==> config.mk <==
export PLATFORM = sky130hd
export DESIGN_NAME = mem_arbiter
export DESIGN_NICKNAME = d
export VERILOG_FILES = /design/src/rtl/mem_arbiter.sv
export SDC_FILE = /design/constraint.sdc
export NUM_CORES = 1
export LEC_CHECK = 0
export ABC_CLOCK_PERIOD_IN_PS = 1750
export CORE_MARGIN = 1.5
export CORE_UTILIZATION = 38
export CTS_CLUSTER_SIZE = 16
export DETAILED_ROUTE_END_ITERATION = 10
export PLACE_DENSITY = 0.76
export RECOVER_POWER = 100
export SYNTH_ARGS = -nofsm -noshare
export SYNTH_HDL_FRONTEND = slang
export SYNTH_SLANG_ARGS = --single-unit
==> constraint.sdc <==
create_clock -name clk -period 1.75 [get_ports clk]
set_input_delay 0.175 -clock clk [delete_from_list [all_inputs] [get_ports clk]]
set_output_delay 0.175 -clock clk [all_outputs]
set_load 0.01 [all_outputs]
==> src/rtl/mem_arbiter.sv <==
// Arbitrates one variable-latency memory port between instruction fetch and data access,
// DM first, with fetch cancellation and a watchdog that converts a hung access into a zero response.
module mem_arbiter #(
  parameter int TIMEOUT = 16
) (
  input  logic        clk,
  input  logic        rst_n,
  input  logic        if_req,
  input  logic [15:0] if_addr,
  input  logic        if_cancel,
  input  logic        dm_req,
  input  logic        dm_wr,
  input  logic [15:0] dm_addr,
  input  logic [15:0] dm_wdata,
  output logic        Done_IM,
  output logic [15:0] if_rdata,
  output logic        Done_DM,
  output logic [15:0] dm_rdata,
  output logic        mem_en,
  output logic        mem_wr,
  output logic [15:0] mem_addr,
  output logic [15:0] mem_wdata,
  input  logic [15:0] mem_rdata,
  input  logic        mem_valid,
  output logic        err
);

  localparam int CW = (TIMEOUT < 2) ? 1 : $clog2(TIMEOUT);

  typedef enum logic [2:0] {
    IDLE    = 3'd0,
    BUSY_IF = 3'd1,
    BUSY_DM = 3'd2,
    RESP_IF = 3'd3,
    RESP_DM = 3'd4
  } state_t;

  state_t        state, state_nx;
  logic          kill, kill_nx;
  logic [CW-1:0] cnt, cnt_nx;
  logic          err_nx;
  logic          mem_en_nx, mem_wr_nx;
  logic [15:0]   mem_addr_nx, mem_wdata_nx;
  logic [15:0]   if_rdata_nx, dm_rdata_nx;
  logic          respond, expire, drop;

  // A response in the issue cycle is illegal and must not complete the access.
  assign respond = mem_valid & ~mem_en;
  assign expire  = (cnt == CW'(TIMEOUT - 1));
  assign drop    = kill | if_cancel;

  assign Done_DM = ~dm_req | (state == RESP_DM);
  assign Done_IM = ~if_req | ((state == RESP_IF) & ~if_cancel);

  // Next-state, issue and capture logic.
  always_comb begin
    state_nx     = state;
    kill_nx      = kill;
    cnt_nx       = cnt;
    err_nx       = err;
    mem_en_nx    = 1'b0;
    mem_wr_nx    = mem_wr;
    mem_addr_nx  = mem_addr;
    mem_wdata_nx = mem_wdata;
    if_rdata_nx  = if_rdata;
    dm_rdata_nx  = dm_rdata;
    case (state)
      IDLE: begin
        kill_nx = 1'b0;
        cnt_nx  = '0;
        if (dm_req) begin
          state_nx     = BUSY_DM;
          mem_en_nx    = 1'b1;
          mem_wr_nx    = dm_wr;
          mem_addr_nx  = dm_addr;
          mem_wdata_nx = dm_wdata;
        end else if (if_req && !if_cancel) begin
          state_nx     = BUSY_IF;
          mem_en_nx    = 1'b1;
          mem_wr_nx    = 1'b0;
          mem_addr_nx  = if_addr;
          mem_wdata_nx = 16'h0000;
        end else begin
          state_nx = IDLE;
        end
      end
      BUSY_IF: begin
        if (respond || expire) begin
          kill_nx = 1'b0;
          if (!respond) begin
            err_nx = 1'b1;
          end else begin
            err_nx = err;
          end
          if (drop) begin
            state_nx = IDLE;
          end else begin
            state_nx    = RESP_IF;
            if_rdata_nx = respond ? mem_rdata : 16'h0000;
          end
        end else begin
          cnt_nx = cnt + CW'(1);
          if (if_cancel) begin
            kill_nx = 1'b1;
          end else begin
            kill_nx = kill;
          end
        end
      end
      BUSY_DM: begin
        if (respond || expire) begin
          state_nx = RESP_DM;
          if (!respond) begin
            err_nx = 1'b1;
          end else begin
            err_nx = err;
          end
          // Stores leave the last load result untouched.
          if (!mem_wr) begin
            dm_rdata_nx = respond ? mem_rdata : 16'h0000;
          end else begin
            dm_rdata_nx = dm_rdata;
          end
        end else begin
          cnt_nx = cnt + CW'(1);
        end
      end
      RESP_IF: state_nx = IDLE;
      RESP_DM: state_nx = IDLE;
      default: begin
        state_nx = IDLE;
        kill_nx  = 1'b0;
        cnt_nx   = '0;
      end
    endcase
  end

  // State and registered outputs.
  always_ff @(posedge clk or negedge rst_n) begin
    if (!rst_n) begin
      state     <= IDLE;
      kill      <= 1'b0;
      cnt       <= '0;
      err       <= 1'b0;
      mem_en    <= 1'b0;
      mem_wr    <= 1'b0;
      mem_addr  <= 16'h0000;
      mem_wdata <= 16'h0000;
      if_rdata  <= 16'h0000;
      dm_rdata  <= 16'h0000;
    end else begin
      state     <= state_nx;
      kill      <= kill_nx;
      cnt       <= cnt_nx;
      err       <= err_nx;
      mem_en    <= mem_en_nx;
      mem_wr    <= mem_wr_nx;
      mem_addr  <= mem_addr_nx;
      mem_wdata <= mem_wdata_nx;
      if_rdata  <= if_rdata_nx;
      dm_rdata  <= dm_rdata_nx;
    end
  end

endmodule

# After elaboration in Yosys (flattened, before gate mapping)
# Index checks and enable logic that the tools add are counted.
[classes]
reduce_logical = 15
n_bitwise = 14
add_sub_neg = 1
muxes = 21
n_eq_ne = 9
[ops]
columns = ["cell", "count"]
rows = [
  ["16-bit 2-to-1 mux", 5],
  ["1-bit NOT", 9],
  ["3-bit case mux with 3 select lines", 1],
  ["3-bit AND reduction", 3],
  ["1-bit 2-to-1 mux", 8],
  ["4-bit case mux with 2 select lines", 1],
  ["2-bit AND reduction", 4],
  ["3-bit by 2-bit == test with 1-bit output (second input constant)", 2],
  ["3-bit 2-to-1 mux", 2],
  ["2-bit != test (second input constant)", 3],
  ["4-bit by 1-bit adder with 4-bit output (second input constant)", 1],
  ["4-bit == test (second input constant)", 1],
  ["2-bit 2-to-1 mux", 2],
  ["4-bit 2-to-1 mux", 1],
  ["2-bit OR reduction", 2],
  ["3-bit by 1-bit == test with 1-bit output (second input constant)", 1],
  ["3-bit == test (second input constant)", 1],
  ["3-bit zero test", 1],
  ["3-bit != test (second input constant)", 1],
  ["1-bit OR", 3],
  ["3-bit OR reduction", 1],
  ["1-bit AND", 2],
  ["1-bit case mux with 2 select lines", 1],
  ["2-bit nonzero test", 1],
  ["other kinds (3)", 3],
]
[word_totals]
regBits = 75
output_inout_bits = 69

# Logic depth before layout (Yosys ltp)
# Gate-level depths: netlist (run 1).
[depth]
word_depth = 5
ltp_mapped = 7

# Worst setup path before layout (run 1)
# OpenSTA, ideal clock, no wires.
[synth_path]
kind = "register to register"
startpoint = "reg cnt[0]"
endpoint = "reg dm_rdata[11]"
arrival_time_ps = 1680
stages_incl_launch_ff = 7
setup_time_ps = 135
period_less_slack_ps = 1815
t_required_ps = 1615
setup_slack_ps = -65
path_cell_list = "dfrtp_1 ha_1 and3_1 clkbuf_1 o2111ai_1 clkbuf_1 o21ai_0"
[synth_between]
elab_chain_len = 3
[synth_rtl]
columns = ["item", "line", "source"]
rows = [
  ["from (decl)", "40", "logic [CW-1:0] cnt, cnt_nx;"],
  ["from (signal assigned)", "154", "cnt <= cnt_nx;"],
  ["4-bit == test", "49", "assign expire = (cnt == CW'(TIMEOUT - 1));"],
  ["1-bit logical OR", "111", "if (respond || expire) begin"],
  ["3-bit AND reduction (no line)", "--", ""],
  ["to (signal assigned)", "161", "dm_rdata <= dm_rdata_nx;"],
  ["to (decl)", "18", "output logic [15:0] dm_rdata,"],
]
# No other way between the ends.
# A chain may end at the register's enable or synchronous reset.

# Worst setup path after layout (run 1)
[layout_path]
startpoint = "reg cnt[0]"
endpoint = "reg cnt[0]"
[layout_between]
elab_chain_len = 4
word_cells_on_any_way = 7
cone_classes = "add/sub: 1; eq/ne: 2; mux: 2; reduce/logical: 2"
[layout_rtl]
columns = ["item"]
rows = [
  ["branches (longest 4 deep; another with 4-bit by 1-bit adder with 4-bit output)"],
]
# Parallel ways; which one is timed is not known. The select of a mux whose other input is x is not followed.

==> results.json, run 1 <==
{
  "run_status": "finished clean",
  "timing.critical_path.to_type": "flop",
  "postSynthAreaPerCell_um2": 10.6,
  "die_y_um": 95.8,
  "clock_latency_ns": 0.34,
  "finalWirelength_um": 8650,
  "drc": 0,
  "dr_total_vias": 2899,
  "drtPass1Iterations": 4,
  "htree_levels": 3,
  "synthFlopType": "sky130_fd_sc_hd__dfrtp_1",
  "crit_chain": "ha_1 -> and3_1 -> o311a_1 -> nor3_1 -> o22ai_1",
  "worst_path_largest_cell_delay_ns": 0.40,
  "wl_per_cell_um": 15.4,
  "peakVddDrop_v": 0.000730,
  "cts_buffers": 9,
  "worst_setup_hold_path_clk_slew_ns": 0.08,
  "n_fill_cell": 693,
  "mapped_cell_area_um2": 3270,
  "postSynthNetCount": 380,
  "num_antenna_cells": 0,
  "synth.area.top_cells": "sky130_fd_sc_hd__dfrtp_1 57%, sky130_fd_sc_hd__a22o_1 8.6%, sky130_fd_sc_hd__nand2_1 6.5%, sky130_fd_sc_hd__o21ai_0 6.1%, sky130_fd_sc_hd__mux2i_1 4.9%",
  "antenna_found_initial": 0,
  "synthToLayoutAreaGrowth_pct": 55.8,
  "cp_top_family": "simple AND/OR/NAND/NOR gates",
  "yosysTopAreaCellShare_pct": 57.3,
  "final.min_clock_period_ns": 1.66,
  "antenna_left": 0,
  "final_hold_violations": 0,
  "finalWeightedCongestion": 0.825,
  "crit_path_max_fanout": 6,
  "clock.fmax_ghz": 0.603,
  "static-leakage-power_nw": 2.38,
  "drv_cap": 0,
  "ys_ff_latch": 75,
  "die_x_um": 95.8,
  "floorplan.core_area_um2": 8300,
  "worst_slew_pin_slew_ns": 1.03,
  "synthCells": 308,
  "utilization_pct": 61.5,
  "number_of_global_route_vias_before_repair": 2788,
  "grt_max_degree": 50,
  "async_reset_ff_share_pct": 100,
  "pwr_density_cell_nw_per_um2": 1560,
  "io_pins": 140,
  "global_route_wire_length_before_repair_um": 13700,
  "clockBufferDepth": 2,
  "worst-endpoint-arrival_ns": 1.88,
  "seq_area_frac_synth_pct": 57.3,
  "grt.total_usage_pct": 19.5,
  "unrepaired_setup_endpoints_after_global_routing": "false",
  "overflow": 0,
  "cts_root_buffer": "sky130_fd_sc_hd__clkbuf_8",
  "final_nets": 525,
  "port-buffer-count": 139,
  "yosys.cell_count.top_type": "sky130_fd_sc_hd__dfrtp_1",
  "whs_ns": 0.412,
  "numClockSinks": 75,
  "post_cts.repair.setup_buffers": 0,
  "setup.worst_path.start_class": "flop",
  "yosysTopAreaCell": "sky130_fd_sc_hd__dfrtp_1",
  "final_min_period_over_clock_period_pct": 94.8,
  "post_drt_via_cell_ratio": 5.15,
  "worstSetupPathType": "reg -> reg",
  "initial_utilization_pct": 39.5,
  "worst_clock_skew_ns": 0.00900,
  "most_frequent_cells_after_synthesis": "75 x sky130_fd_sc_hd__dfrtp_1, 57 x sky130_fd_sc_hd__nand2_1, 40 x sky130_fd_sc_hd__o21ai_0, 32 x sky130_fd_sc_hd__a22o_1, 16 x sky130_fd_sc_hd__mux2i_1",
  "drive_above_1_share_pct": 9.39,
  "synth-edff-count": 0,
  "floorplan.die_area_um2": 9180,
  "tritoncts_clock_tree": "done",
  "worstPathBufferInverterCount": 0,
  "totalNegativeSetupSlack_ns": 0,
  "detailedRoute.firstIterationViolations": 142,
  "yosys_warnings": 0,
  "timing.hold.worst.class": "in -> reg",
  "detailedPlacementHpwl_um": 6490,
  "setup-violations-final": 0,
  "slowest_cell_on_the_critical_path": "sky130_fd_sc_hd__dfrtp_1",
  "ys_types": 40,
  "timing.slew.headroom_pct": 31.4,
  "final-max-slew-violation-count": 0,
  "floorplan.rows": 33,
  "cp_data_required_time_ns": 1.97
}
-- report_power, final --
| part | internal, W | switching (W) |
|---|---|---|
| registers | 0.00248 | 0.000440 |
| clock network | 0.000859 | 0.000663 |
| logic | 0.00185 | 0.00168 |
| total | 0.00518 | 0.00278 |
-- layer usage --
layer,GRT usage (%),wire length (µm)
met5,0,0
met1,24.5,3830
met3,7.58,911
met4,5.27,50
met2,31.2,3850
-- sequential cells by signal, summed over array words and instances, names as in the netlist --
| register | flops |
|---|---|
| cnt | 4 |
| mem_wr | 1 |
| err | 1 |
| dm_rdata | 16 |
| state | 3 |
| mem_wdata | 16 |
| mem_en | 1 |
| kill | 1 |
| if_rdata | 16 |
| mem_addr | 16 |
-- tightest hold or removal path, cell delays in order --
cell,delay [ns]
sky130_fd_sc_hd__clkdlybuf4s50_1,0.41
sky130_fd_sc_hd__nand2_1,0.06
sky130_fd_sc_hd__o21ai_0,0.07
-- kinds of logic after synthesis --
group	count (synthesis)	share of synthesized area, %
xor+xnor	1	0.268
fa+ha+maj	2	0.688
buf+inv	30	4.39
compound gates	91	19.0
flops	75	57.3
mux	16	4.89
simple gates	93	13.5
-- worst paths after layout --
kind | depth (start not counted) | end | slack (ns) | from
setup / recovery | 5 | cnt[0]$_DFFE_PN0P_ | 0.09 | cnt[0]$_DFFE_PN0P_
hold / removal | 3 | mem_wr$_DFFE_PN0P_ | 0.41 | dm_wr
setup reg to reg | 5 | cnt[0]$_DFFE_PN0P_ | 0.09 | cnt[0]$_DFFE_PN0P_
hold reg to reg | 2 | mem_addr[14]$_DFFE_PN0P_ | 0.48 | mem_addr[14]$_DFFE_PN0P_
max in group asynchronous | 3 | dm_rdata[15]$_DFFE_PN0P_ | 0.33 | rst_n
min in group asynchronous | 2 | cnt[2]$_DFFE_PN0P_ | 0.58 | rst_n
-- cells in the final DEF, fill, tap and decap left out, types with 2 or more instances in the layout --
cell and n:
sky130_fd_sc_hd__dlygate4sd2_1 2, sky130_fd_sc_hd__buf_4 13, sky130_fd_sc_hd__nand2_1 57, sky130_fd_sc_hd__dlygate4sd3_1 68, sky130_fd_sc_hd__o21ai_0 39, sky130_fd_sc_hd__a22o_1 32, sky130_fd_sc_hd__buf_12 2, sky130_fd_sc_hd__nand2b_4 2
sky130_fd_sc_hd__and3_1 3, sky130_fd_sc_hd__dfrtp_1 75, sky130_fd_sc_hd__nor2_1 7, sky130_fd_sc_hd__clkbuf_1 2, sky130_fd_sc_hd__o31ai_1 4, sky130_fd_sc_hd__a21oi_1 4, sky130_fd_sc_hd__buf_6 2, sky130_fd_sc_hd__clkdlybuf4s50_1 69
sky130_fd_sc_hd__nor2b_1 4, sky130_fd_sc_hd__nand2b_1 2, sky130_fd_sc_hd__a22oi_1 2, sky130_fd_sc_hd__nor3_1 7, sky130_fd_sc_hd__clkbuf_8 10, sky130_fd_sc_hd__mux2i_1 16, sky130_fd_sc_hd__bufinv_16 2, sky130_fd_sc_hd__inv_1 5
-- repair_timing --
| item | 4_1_cts | 5_1_grt |
|---|---|---|
| setup endpoints to repair | 2 | 1 |
| hold buffers | 1 | 0 |
| gates resized for setup | 3 | 1 |
| hold endpoints to repair | 40 | 0 |
-- cell type report --
class,count,area (µm²),share of cell area [%]
Inverter,5,18.8,0.368
Tap cell,105,131,2.58
Sequential cell,75,1880,36.8
Clock buffer,10,138,2.70
Clock inverter,6,96.3,1.89
Multi-Input combinational cell,203,1280,25.1
Timing Repair Buffer,159,1560,30.6
-- per-stage QoR --
stage               instances  setup WS (ns)  power (W)  instance area, µm²
finish                    563         0.0903    0.00796                5100
global route              563         0.0135    0.00853                5100
CTS                       563         0.0744    0.00838                5120
detailed placement        546        -0.0329    0.00682                4880
global placement          546       -0.00316    0.00671                4880
floorplan                 308        0.00328    0.00465                3280
(Power assumes the default switching activity.)
==> run 2: changes to the inputs <==
--- a/config.mk
+++ b/config.mk
@@ -6,11 +6,13 @@
 export NUM_CORES = 1
 export LEC_CHECK = 0
 export ABC_CLOCK_PERIOD_IN_PS = 1750
+export CELL_PAD_IN_SITES_DETAIL_PLACEMENT = 0
+export CELL_PAD_IN_SITES_GLOBAL_PLACEMENT = 1
 export CORE_MARGIN = 1.5
-export CORE_UTILIZATION = 38
+export CORE_UTILIZATION = 28
 export CTS_CLUSTER_SIZE = 16
 export DETAILED_ROUTE_END_ITERATION = 10
-export PLACE_DENSITY = 0.76
+export PLACE_DENSITY_LB_ADDON = 0.1
 export RECOVER_POWER = 100
 export SYNTH_ARGS = -nofsm -noshare
 export SYNTH_HDL_FRONTEND = slang
==> results.json, run 2 (synthesized netlist as in run 1, its figures left out) <==
{
  "numClockSinks": 75,
  "dr_total_vias": 2835,
  "worst-endpoint-arrival_ns": 1.85,
  "timing.hold.worst.class": "in -> reg",
  "final.min_clock_period_ns": 1.63,
  "worst_clock_skew_ns": 0.00569,
  "worstHoldPathCells": 3,
  "num_antenna_cells": 0,
  "final_nets": 530,
  "cts_buffers": 9,
  "tritoncts_clock_tree": "done",
  "run_status": "finished clean",
  "post_drt_via_cell_ratio": 4.68,
  "clock_latency_ns": 0.33,
  "synthToLayoutAreaGrowth_pct": 60.5,
  "unrepaired_setup_endpoints_after_global_routing": "false",
  "port-buffer-count": 139,
  "startpoint_of_the_lowest_slack_register_to_register_path": "state[1]$_DFFE_PN0P_",
  "overflow": 0,
  "layout.cells.most_common_list": "75 x sky130_fd_sc_hd__dfrtp_1, 69 x sky130_fd_sc_hd__clkdlybuf4s50_1, 68 x sky130_fd_sc_hd__dlygate4sd3_1",
  "finalWeightedCongestion": 0.798,
  "timing.slew.headroom_pct": 43.8,
  "dp_worst_slack_ns": -0.0243,
  "placed_cell_area_um2": 4970,
  "pwr_density_cell_nw_per_um2": 1590,
  "cts_root_buffer": "sky130_fd_sc_hd__clkbuf_16",
  "timing.critical_path.to_type": "flop",
  "final_hold_violations": 0,
  "floorplan.die_area_um2": 12400,
  "floorplan.core_area_um2": 11400,
  "detailedPlacementHpwl_um": 6700,
  "mostFrequentLayoutCell": "sky130_fd_sc_hd__dfrtp_1",
  "finalWirelength_um": 9170,
  "die_x_um": 111,
  "grt_max_degree": 50,
  "utilization_pct": 46.0,
  "detailedRoute.firstIterationViolations": 65,
  "setup.reg_to_reg.worst_slack_ns": 0.12,
  "cp_data_required_time_ns": 1.97,
  "drc": 0,
  "worst_slew_pin_slew_ns": 0.843,
  "worstSetupPathType": "reg -> reg",
  "drive_above_1_share_pct": 10.4,
  "floorplan.rows": 39,
  "static-leakage-power_nw": 2.43,
  "initial_utilization_pct": 28.7,
  "antenna_found_initial": 0,
  "final_min_period_over_clock_period_pct": 93.4,
  "final-max-slew-violation-count": 0,
  "io_pins": 140,
  "wl_per_cell_um": 15.1,
  "worst_setup_hold_path_clk_slew_ns": 0.06,
  "drv_cap": 0,
  "post_cts.repair.setup_buffers": 0,
  "drtPass1Iterations": 4,
  "setup-violations-final": 0,
  "peakVddDrop_v": 0.000661,
  "layout.cell_area.non_filler_um2": 5250,
  "final.setup.worst_slack_ns": 0.116,
  "worst_hold_startpoint": "dm_wr",
  "grt.total_usage_pct": 15.3,
  "number_of_cell_instances_on_the_worst_register_to_register_path": 4,
  "clock.fmax_ghz": 0.612,
  "die_y_um": 111,
  "htree_levels": 3,
  "antenna_left": 0,
  "worst_hold_path.endpoint": "mem_wr$_DFFE_PN0P_",
  "worst_r2r_endpoint": "if_rdata[15]$_DFFE_PN0P_",
  "whs_ns": 0.411,
  "number_of_global_route_vias_before_repair": 2907,
  "clockBufferDepth": 2,
  "global_route_wire_length_before_repair_um": 15000,
  "crit_path_max_fanout": 17,
  "setup.worst_path.start_class": "flop"
}
==> run 2: cell count changes in the layout (fill, tap and decap cells not counted), moves of 2 or more <==
| cell | change |
|---|---|
| sky130_fd_sc_hd__clkbuf_16 | +9 |
| sky130_fd_sc_hd__clkbuf_2 | +2 |
| sky130_fd_sc_hd__buf_4 | +4 |
| sky130_fd_sc_hd__clkbuf_8 | -10 |
==> run 2: worst max-delay path by stage <==
stage / cells past startpoint / slack, ns / end / startpoint
floorplan: 5 / 0.003 / cnt[1]$_DFFE_PN0P_ / cnt[0]$_DFFE_PN0P_
global placement: 4 / -0.0003 / if_rdata[9]$_DFFE_PN0P_ / if_cancel
detailed placement: 4 / -0.02 / if_rdata[14]$_DFFE_PN0P_ / if_cancel
CTS: 5 / 0.08 / cnt[3]$_DFFE_PN0P_ / cnt[0]$_DFFE_PN0P_
global route: 6 / 0.01 / dm_rdata[11]$_DFFE_PN0P_ / cnt[0]$_DFFE_PN0P_
finish: 4 / 0.12 / if_rdata[15]$_DFFE_PN0P_ / state[1]$_DFFE_PN0P_
==> run 2: what timing repair did <==
action	4_1_cts	5_1_grt
resized for setup	3	2
hold buffers	1	0
endpoints found under the hold margin	29	0
endpoints found under the setup margin	2	2
==> run 2: worst max-delay path: stages (launching register included) <==
cell                       delay [ns]
sky130_fd_sc_hd__dfrtp_1         0.44
sky130_fd_sc_hd__nand2b_4        0.17
sky130_fd_sc_hd__or4_4           0.45
sky130_fd_sc_hd__nand2b_4        0.25
sky130_fd_sc_hd__a22o_1          0.21
==> run 2: routing by layer <==
metal | vias to the layer above | wire [µm] | GRT usage [%]
li1 | 1394 | - | -
met4 | 0 | 115 | 6.08
met2 | 103 | 4240 | 24.2
met1 | 1330 | 4070 | 18.9
met3 | 8 | 745 | 5.96
met5 | - | 0 | 0
==> run 2: final cells by class <==
cell class                      instances  area, µm²
Multi-Input combinational cell        203       1260
Clock buffer                            9        225
Sequential cell                        75       1880
Fill cell                            1129       6160
Timing Repair Buffer                  164       1610
Tap cell                              143        179
Clock inverter                          7       82.6
Inverter                                5       18.8
==> run 2: report_power, final <==
part | switching, W | leakage, nW | internal (W) | total, W
registers | 0.000443 | 0.966 | 0.00248 | 0.00292
clock network | 0.000768 | 0.145 | 0.00113 | 0.00189
logic | 0.00166 | 1.32 | 0.00187 | 0.00352
==> run 2: stage by stage <==
step	TNS (ns)	power (W)	instances
detailed placement	-0.304	0.00687	589
CTS	0	0.00884	606
global route	0	0.00895	606
finish	0	0.00834	606
floorplan	0	0.00465	308
global placement	-0.000267	0.00684	589
